<file path="config.mk">
export PLATFORM = sky130hd
export DESIGN_NAME = morse_sequencer
export DESIGN_NICKNAME = d
export VERILOG_FILES = /design/src/rtl/morse_pkg.sv /design/src/rtl/morse_encoder.sv /design/src/rtl/morse_sequencer.sv
export SDC_FILE = /design/constraint.sdc
export NUM_CORES = 1
export LEC_CHECK = 0
export ABC_AREA = 1
export ABC_CLOCK_PERIOD_IN_PS = 6400
export CAP_MARGIN = 20
export CORE_ASPECT_RATIO = 1.25
export CORE_MARGIN = 2
export CORE_UTILIZATION = 45
export CTS_BUF_LIST = sky130_fd_sc_hd__clkbuf_8
export DETAILED_ROUTE_END_ITERATION = 10
export SYNTH_ARGS = -nofsm -noshare
export SYNTH_HDL_FRONTEND = slang
export SYNTH_SLANG_ARGS = --single-unit
</file>
<file path="constraint.sdc">
create_clock -name i_clk -period 6.4 [get_ports i_clk]
set_input_delay 0.96 -clock i_clk [delete_from_list [all_inputs] [get_ports i_clk]]
set_output_delay 0.96 -clock i_clk [all_outputs]
set_load 0.01 [all_outputs]
</file>
<file path="src/rtl/morse_pkg.sv">
// Shared constants, FSM state type and Morse lookup helpers for the sequencer.
// Character classification and the symbol table live here so the encoder stays a thin shell.
package morse_pkg;

    localparam int CODE_WIDTH = 20;

    localparam logic [7:0] ASCII_SPACE    = 8'h20;
    localparam logic [7:0] ASCII_A        = 8'h41;
    localparam logic [7:0] ASCII_Z        = 8'h5A;
    localparam logic [7:0] ASCII_0        = 8'h30;
    localparam logic [7:0] ASCII_9        = 8'h39;
    localparam logic [7:0] CASE_FOLD_MASK = 8'hDF;

    typedef enum logic [2:0] {
        ST_IDLE,
        ST_FETCH,
        ST_LOOK,
        ST_ISSUE,
        ST_WAIT_ACK,
        ST_WAIT_DONE
    } state_e;

    function automatic logic [7:0] fold_case(input logic [7:0] c);
        logic [7:0] f;
        f = c & CASE_FOLD_MASK;
        return (f >= ASCII_A && f <= ASCII_Z) ? f : c;
    endfunction

    // Returns {symbol count, symbols}; symbols are right-aligned, first symbol
    // in the highest used bit, 1 = dash. A count of zero marks an unsupported code.
    function automatic logic [7:0] morse_symbols(input logic [7:0] c);
        logic [7:0] sym;
        case (c)
            "A": sym = {3'd2, 5'b00001};
            "B": sym = {3'd4, 5'b01000};
            "C": sym = {3'd4, 5'b01010};
            "D": sym = {3'd3, 5'b00100};
            "E": sym = {3'd1, 5'b00000};
            "F": sym = {3'd4, 5'b00010};
            "G": sym = {3'd3, 5'b00110};
            "H": sym = {3'd4, 5'b00000};
            "I": sym = {3'd2, 5'b00000};
            "J": sym = {3'd4, 5'b00111};
            "K": sym = {3'd3, 5'b00101};
            "L": sym = {3'd4, 5'b00100};
            "M": sym = {3'd2, 5'b00011};
            "N": sym = {3'd2, 5'b00010};
            "O": sym = {3'd3, 5'b00111};
            "P": sym = {3'd4, 5'b00110};
            "Q": sym = {3'd4, 5'b01101};
            "R": sym = {3'd3, 5'b00010};
            "S": sym = {3'd3, 5'b00000};
            "T": sym = {3'd1, 5'b00001};
            "U": sym = {3'd3, 5'b00001};
            "V": sym = {3'd4, 5'b00001};
            "W": sym = {3'd3, 5'b00011};
            "X": sym = {3'd4, 5'b01001};
            "Y": sym = {3'd4, 5'b01011};
            "Z": sym = {3'd4, 5'b01100};
            "0": sym = {3'd5, 5'b11111};
            "1": sym = {3'd5, 5'b01111};
            "2": sym = {3'd5, 5'b00111};
            "3": sym = {3'd5, 5'b00011};
            "4": sym = {3'd5, 5'b00001};
            "5": sym = {3'd5, 5'b00000};
            "6": sym = {3'd5, 5'b10000};
            "7": sym = {3'd5, 5'b11000};
            "8": sym = {3'd5, 5'b11100};
            "9": sym = {3'd5, 5'b11110};
            default: sym = 8'h00;
        endcase
        return sym;
    endfunction

endpackage

</file>
<file path="src/rtl/morse_encoder.sv">
// Combinational ASCII to left-aligned Morse pattern encoder (dot = 10, dash = 1110).
// Lower case folds to upper case; space is flagged separately and never encoded.
module morse_encoder
    import morse_pkg::*;
(
    input  logic [7:0]            char_i,
    output logic                  valid_o,
    output logic                  is_space_o,
    output logic [CODE_WIDTH-1:0] code_o
);

    logic [7:0]            folded;
    logic [2:0]            sym_len;
    logic [4:0]            sym_bits;
    logic [CODE_WIDTH-1:0] acc;
    logic [4:0]            nbits;

    // Symbols are shifted in from the right, then the whole pattern is pushed up to the MSB.
    always_comb begin
        folded              = fold_case(char_i);
        {sym_len, sym_bits} = morse_symbols(folded);
        acc                 = '0;
        nbits               = '0;
        for (int i = 4; i >= 0; i--) begin
            if (i < int'(sym_len)) begin
                if (sym_bits[i]) begin
                    acc   = {acc[CODE_WIDTH-5:0], 4'b1110};
                    nbits = nbits + 5'd4;
                end else begin
                    acc   = {acc[CODE_WIDTH-3:0], 2'b10};
                    nbits = nbits + 5'd2;
                end
            end
        end
        code_o     = acc << (5'(CODE_WIDTH) - nbits);
        valid_o    = (sym_len != 3'd0);
        is_space_o = (char_i == ASCII_SPACE);
    end

endmodule

</file>
<file path="src/rtl/morse_sequencer.sv">
// Character queue plus issue FSM feeding the LED blinker over its read/ready handshake.
// Each pattern carries the gap stretch (s3 letter / s7 word) decided by peeking at the next char.
module morse_sequencer #(
    parameter int FIFO_DEPTH = 8,
    parameter int CODE_WIDTH = 20
) (
    input  logic                  i_clk,
    input  logic                  i_rst,
    input  logic [7:0]            i_char,
    input  logic                  i_char_valid,
    output logic                  o_char_ready,
    output logic [CODE_WIDTH-1:0] o_morse_code,
    output logic                  o_read,
    output logic                  o_s3,
    output logic                  o_s7,
    input  logic                  i_blink_ready,
    output logic                  o_busy,
    output logic                  o_bad_char
);

    import morse_pkg::*;

    localparam int ADDR_W = $clog2(FIFO_DEPTH);

    logic [7:0]            mem_q [FIFO_DEPTH];
    logic [ADDR_W:0]       wr_ptr_q, wr_ptr_d;
    logic [ADDR_W:0]       rd_ptr_q, rd_ptr_d;
    logic                  empty, full, push, pop;
    logic [7:0]            head;
    logic                  head_valid, head_space;
    logic [CODE_WIDTH-1:0] head_code;

    state_e                state_q;
    logic [CODE_WIDTH-1:0] code_q;
    logic                  read_q, s3_q, s7_q, bad_q;

    assign head  = mem_q[rd_ptr_q[ADDR_W-1:0]];
    assign empty = (wr_ptr_q == rd_ptr_q);
    assign full  = (wr_ptr_q[ADDR_W] != rd_ptr_q[ADDR_W]) &&
                   (wr_ptr_q[ADDR_W-1:0] == rd_ptr_q[ADDR_W-1:0]);

    // Pops depend only on registered state, so ready can advertise the slot a pop frees.
    assign pop = !empty && ((state_q == ST_FETCH) || (state_q == ST_LOOK && head_space));
    assign o_char_ready = !full || pop;
    assign push         = i_char_valid && o_char_ready;

    assign wr_ptr_d = wr_ptr_q + {{ADDR_W{1'b0}}, push};
    assign rd_ptr_d = rd_ptr_q + {{ADDR_W{1'b0}}, pop};

    morse_encoder u_encoder (
        .char_i     (head),
        .valid_o    (head_valid),
        .is_space_o (head_space),
        .code_o     (head_code)
    );

    always_ff @(posedge i_clk) begin
        if (push) begin
            mem_q[wr_ptr_q[ADDR_W-1:0]] <= i_char;
        end
    end

    always_ff @(posedge i_clk or posedge i_rst) begin
        if (i_rst) begin
            wr_ptr_q <= '0;
            rd_ptr_q <= '0;
        end else begin
            wr_ptr_q <= wr_ptr_d;
            rd_ptr_q <= rd_ptr_d;
        end
    end

    // An unsupported char at the head during LOOK requests no stretch; it is dropped later in FETCH.
    always_ff @(posedge i_clk or posedge i_rst) begin
        if (i_rst) begin
            state_q <= ST_IDLE;
            code_q  <= '0;
            read_q  <= 1'b0;
            s3_q    <= 1'b0;
            s7_q    <= 1'b0;
            bad_q   <= 1'b0;
        end else begin
            bad_q <= 1'b0;
            unique case (state_q)
                ST_IDLE: begin
                    if (!empty) begin
                        state_q <= ST_FETCH;
                    end
                end
                ST_FETCH: begin
                    if (empty) begin
                        state_q <= ST_IDLE;
                    end else if (head_valid) begin
                        code_q  <= head_code;
                        state_q <= ST_LOOK;
                    end else if (!head_space) begin
                        bad_q <= 1'b1;
                    end
                end
                ST_LOOK: begin
                    s3_q    <= !empty && head_valid;
                    s7_q    <= !empty && head_space;
                    state_q <= ST_ISSUE;
                end
                ST_ISSUE: begin
                    if (i_blink_ready) begin
                        read_q  <= 1'b1;
                        state_q <= ST_WAIT_ACK;
                    end
                end
                ST_WAIT_ACK: begin
                    if (!i_blink_ready) begin
                        read_q  <= 1'b0;
                        state_q <= ST_WAIT_DONE;
                    end
                end
                ST_WAIT_DONE: begin
                    if (i_blink_ready) begin
                        s3_q    <= 1'b0;
                        s7_q    <= 1'b0;
                        state_q <= empty ? ST_IDLE : ST_FETCH;
                    end
                end
                default: state_q <= ST_IDLE;
            endcase
        end
    end

    assign o_morse_code = code_q;
    assign o_read       = read_q;
    assign o_s3         = s3_q;
    assign o_s7         = s7_q;
    assign o_bad_char   = bad_q;
    assign o_busy       = (state_q != ST_IDLE) || !empty;

endmodule

</file>
==> results.txt <==
- In this run the critical register-to-register path is launched from rd_ptr_q[0]$_DFF_PP0_.
- After routing the design area is 7000 um2.
* Setup bufs post-CTS: 0
- Sequential elements use 44.1% of the synthesized area.
* TritonCTS clock tree: built
* Unrepaired setup endpoints after global routing: false
* Setup TNS after final layout: 0 ns
- The H-tree was split into 3 levels.
- Dividing the final minimum period by the clock period gives 90.2%.
- Final antenna-violating net count: 0
- Type of the tightest min-delay check: reg2reg
* Post-synth EDFFs: 64
- Leading cell type in the layout, fill and taps excluded: sky130_fd_sc_hd__nand2_1
* Number of antenna violations at the first check in global routing: 0
* Source of the critical timing path: rd_ptr_q[0]$_DFF_PP0_
* Drt initial violations: 325
* Worst Setup Path Type: reg2reg
* Layout fillers: 1,342
- Area added between synthesis and finish: 11.4%
* Total clock sinks: 98
* Clock latency on the worst-skew pair: 0.39 ns
- Among all flip-flop cells after synthesis, the most frequent one is sky130_fd_sc_hd__edfxtp_1.
* Number of buffers created by CTS: 9
- Clock-pin slew on the worst setup and hold paths: 0.11 ns
- The final count of hold timing violations came to 0.
* Overall track demand over capacity in global routing: 21.3%
* Critical register-to-register path endpoint: o_morse_code[19]$_DFFE_PP0P_
- The die is 136 um tall.
- Via count of the first global-routing pass: 5,099
- Counting along the longest clock path gives a buffer depth of 2.
* Run status: finished clean
- Number of diodes added for antenna fixing: 0
- Standard cell core area: 13,800 um2
* Ratio of routed vias to standard cells: 5.21
* Number of warning messages in the yosys log: 0
* Compound-cell area share of the yosys netlist: 7.63%
- Starting Density: 45.7%
* Hold Buf Count CTS: 0
- In this run the worst setup path terminates at o_morse_code[19]$_DFFE_PP0P_.
- In this run the cell area of the synthesized design comes to 6280 um2.
- Kind of end point of the critical path: register
* Largest family of logic cells by synthesized area: simple AND/OR/NAND/NOR gates
- For the pin with the worst max-slew slack, the measured transition is 0.959 ns.
- After detailed placement, the total cell area comes to 6770 um2.
- For this run, the post-layout net count is 858.
- Cell with the biggest individual delay on the critical path: sky130_fd_sc_hd__ha_2
- In this design, the stage delay of the slowest critical-path cell is 0.47 ns.
- Adder-cell area share of the yosys netlist: 3.78%
* Most used cells in the layout excluding fill and tap cells: 255 x sky130_fd_sc_hd__nand2_1, 90 x sky130_fd_sc_hd__inv_1, 89 x sky130_fd_sc_hd__nand3_1, 64 x sky130_fd_sc_hd__edfxtp_1, 50 x sky130_fd_sc_hd__nor2_1
- The setup check on the worst reg-to-reg path leaves a slack of 0.63 ns.
- Achievable Freq: 173 MHz
* WL final: 15.1 mm
- Averaged over all synthesized cells, the footprint is 7.92 um2.
- Across the run, the number of max-cap violations was 0.
- Weighted congestion at the end of routability-driven global placement: 0.953
- The total overflow left after global routing is 0.
* Number of synthesized register bits: 98
- Of the total synthesized cell area, the portion taken by XOR and XNOR cells is 0.836%.
- Final design utilization: 50.9%
- In this run, distinct cell masters in the synthesized netlist total 47.
* Most used cell along the critical path: sky130_fd_sc_hd__nand2_1
* Arrival time worst endpoint: 6.06 ns
* Final-report setup violation count: 0
* PortBufs: 36
* Slew headroom: 35.8%
- Max-slew violation count: 0
- Per-cell routed wire length: 15.0 um
- Final routed DRC violation total: 0
- In this run the horizontal extent of the chip is 110 um.
- Maximum number of pins on one net before global-route repair: 35
- Data on the critical path is required at its endpoint by 6.68 ns.
- The first detailed-routing pass ran for 5 iterations.
- Post-detail-place hpwl: 11.5 mm
- Critical path startpoint category: register
* Post-cts resize count: 0
- Min cycle time layout: 5.77 ns
- After technology mapping, the gate count stands at 793.
- The initialized floorplan defines 48 standard-cell rows.
- In this run the worst path has a maximum fanout of 31.
* Net count after synthesis: 824
- Worst Skew: 0.0252 ns
- Fraction of layout instances using a drive strength above 1: 11.5%
* Cell at the root of the clock tree: sky130_fd_sc_hd__clkbuf_8
- After Yosys synthesis, and, or, nand and nor cells account for 34.7% of the synthesized area.
- Cell depth of the worst flop-to-flop path: 41
- The die covers 14,900 um2.
- # IOs: 38
- Share of synthesized flip-flops with an asynchronous set or reset: 34.7%
- Via count of the routed design: 5,249
- The first global-routing pass estimated 24.5 mm of wire.
* Proportion of synthesized area in mux cells: 0.179%
per-stage QoR:
stage | hold slack [ns] | instances | setup WS, ns
floorplan | 0.465 | 793 | 1.17
global placement | 0.463 | 991 | 0.516
detailed placement | 0.467 | 991 | 0.455
CTS | 0.495 | 1007 | 0.412
global route | 0.511 | 1007 | 0.0114
finish | 0.492 | 1007 | 0.627
cells in the mapped netlist (7+ instances only):
cell type                  instances  share of area, %
sky130_fd_sc_hd__a21oi_1          14               1.1
sky130_fd_sc_hd__buf_4             7              0.84
sky130_fd_sc_hd__dfrtp_1          34                14
sky130_fd_sc_hd__edfxtp_1         64                31
sky130_fd_sc_hd__ha_1             19               3.8
sky130_fd_sc_hd__inv_1            90               5.4
sky130_fd_sc_hd__inv_2            10              0.60
sky130_fd_sc_hd__nand2_1         255                15
sky130_fd_sc_hd__nand2_2          16               1.6
sky130_fd_sc_hd__nand2_4           9               1.6
sky130_fd_sc_hd__nand3_1          89               7.1
sky130_fd_sc_hd__nand3_2          11               1.8
sky130_fd_sc_hd__nor2_1           50               3.0
sky130_fd_sc_hd__o21ai_0          32               2.5
sky130_fd_sc_hd__o21ai_1          15               1.2
sequential cells by signal, indices dropped and copies added (netlist names):
name,cells
mem_q,64
o_bad_char,1
o_morse_code,19
o_read,1
o_s3,1
o_s7,1
rd_ptr_q,4
state_q,3
wr_ptr_q,4
critical path, delay by kind of cell, from the launching register on:
kind / cells / cell delay (ns)
simple gates: 22 / 2.01
fa+ha+maj: 6 / 1.71
buf+inv: 10 / 1.08
flops: 1 / 0.44
compound gates: 3 / 0.37
worst min-delay path by stage:
stage,from,endpoint,slack [ns],cells after the start
after floorplan,wr_ptr_q[3]$_DFF_PP0_,wr_ptr_q[3]$_DFF_PP0_,0.47,1
after global placement,o_morse_code[4]$_DFFE_PP0P_,o_morse_code[4]$_DFFE_PP0P_,0.46,2
after detailed placement,o_morse_code[15]$_DFFE_PP0P_,o_morse_code[15]$_DFFE_PP0P_,0.47,2
after CTS,o_morse_code[15]$_DFFE_PP0P_,o_morse_code[15]$_DFFE_PP0P_,0.50,2
after global routing,o_morse_code[15]$_DFFE_PP0P_,o_morse_code[15]$_DFFE_PP0P_,0.51,2
final,o_morse_code[9]$_DFFE_PP0P_,o_morse_code[9]$_DFFE_PP0P_,0.49,2
cell type report:
| cell class | instances | area (um2) | share of cell area, % |
|---|---|---|---|
| multi-input cells | 571 | 2970 | 42.4 |
| well taps | 175 | 219 | 3.13 |
| clock buffers | 9 | 124 | 1.77 |
| clock inverters | 7 | 95.1 | 1.36 |
| repair buffers | 45 | 432 | 6.17 |
| inverters | 102 | 388 | 5.54 |
| flip-flops and latches | 98 | 2770 | 39.6 |
routing by layer:
| layer | track usage (%) | vias up | part of all wire [%] |
|---|---|---|---|
| met5 | 0 | - | 0 |
| met4 | 9.21 | 0 | 3.0 |
| met3 | 3.31 | 36 | 3.3 |
| met2 | 39.4 | 133 | 53 |
| met1 | 23.7 | 2427 | 40 |
| li1 | - | 2653 | - |
cells by family (layout without fill, tap and decap cells):
group / count (synthesis) / in the layout
AOI/OAI and AO/OA: 83 / 83
xor gates and xnor gates: 6 / 6
and+or+nand+nor: 461 / 461
DFF: 98 / 98
adders and majority gates: 19 / 19
buffers and inverters: 124 / 163
muxes: 1 / 1
other: 1 / 1
Power is not shown: default switching activity piles up to over one toggle a cycle in this logic, so the estimate is an artifact.
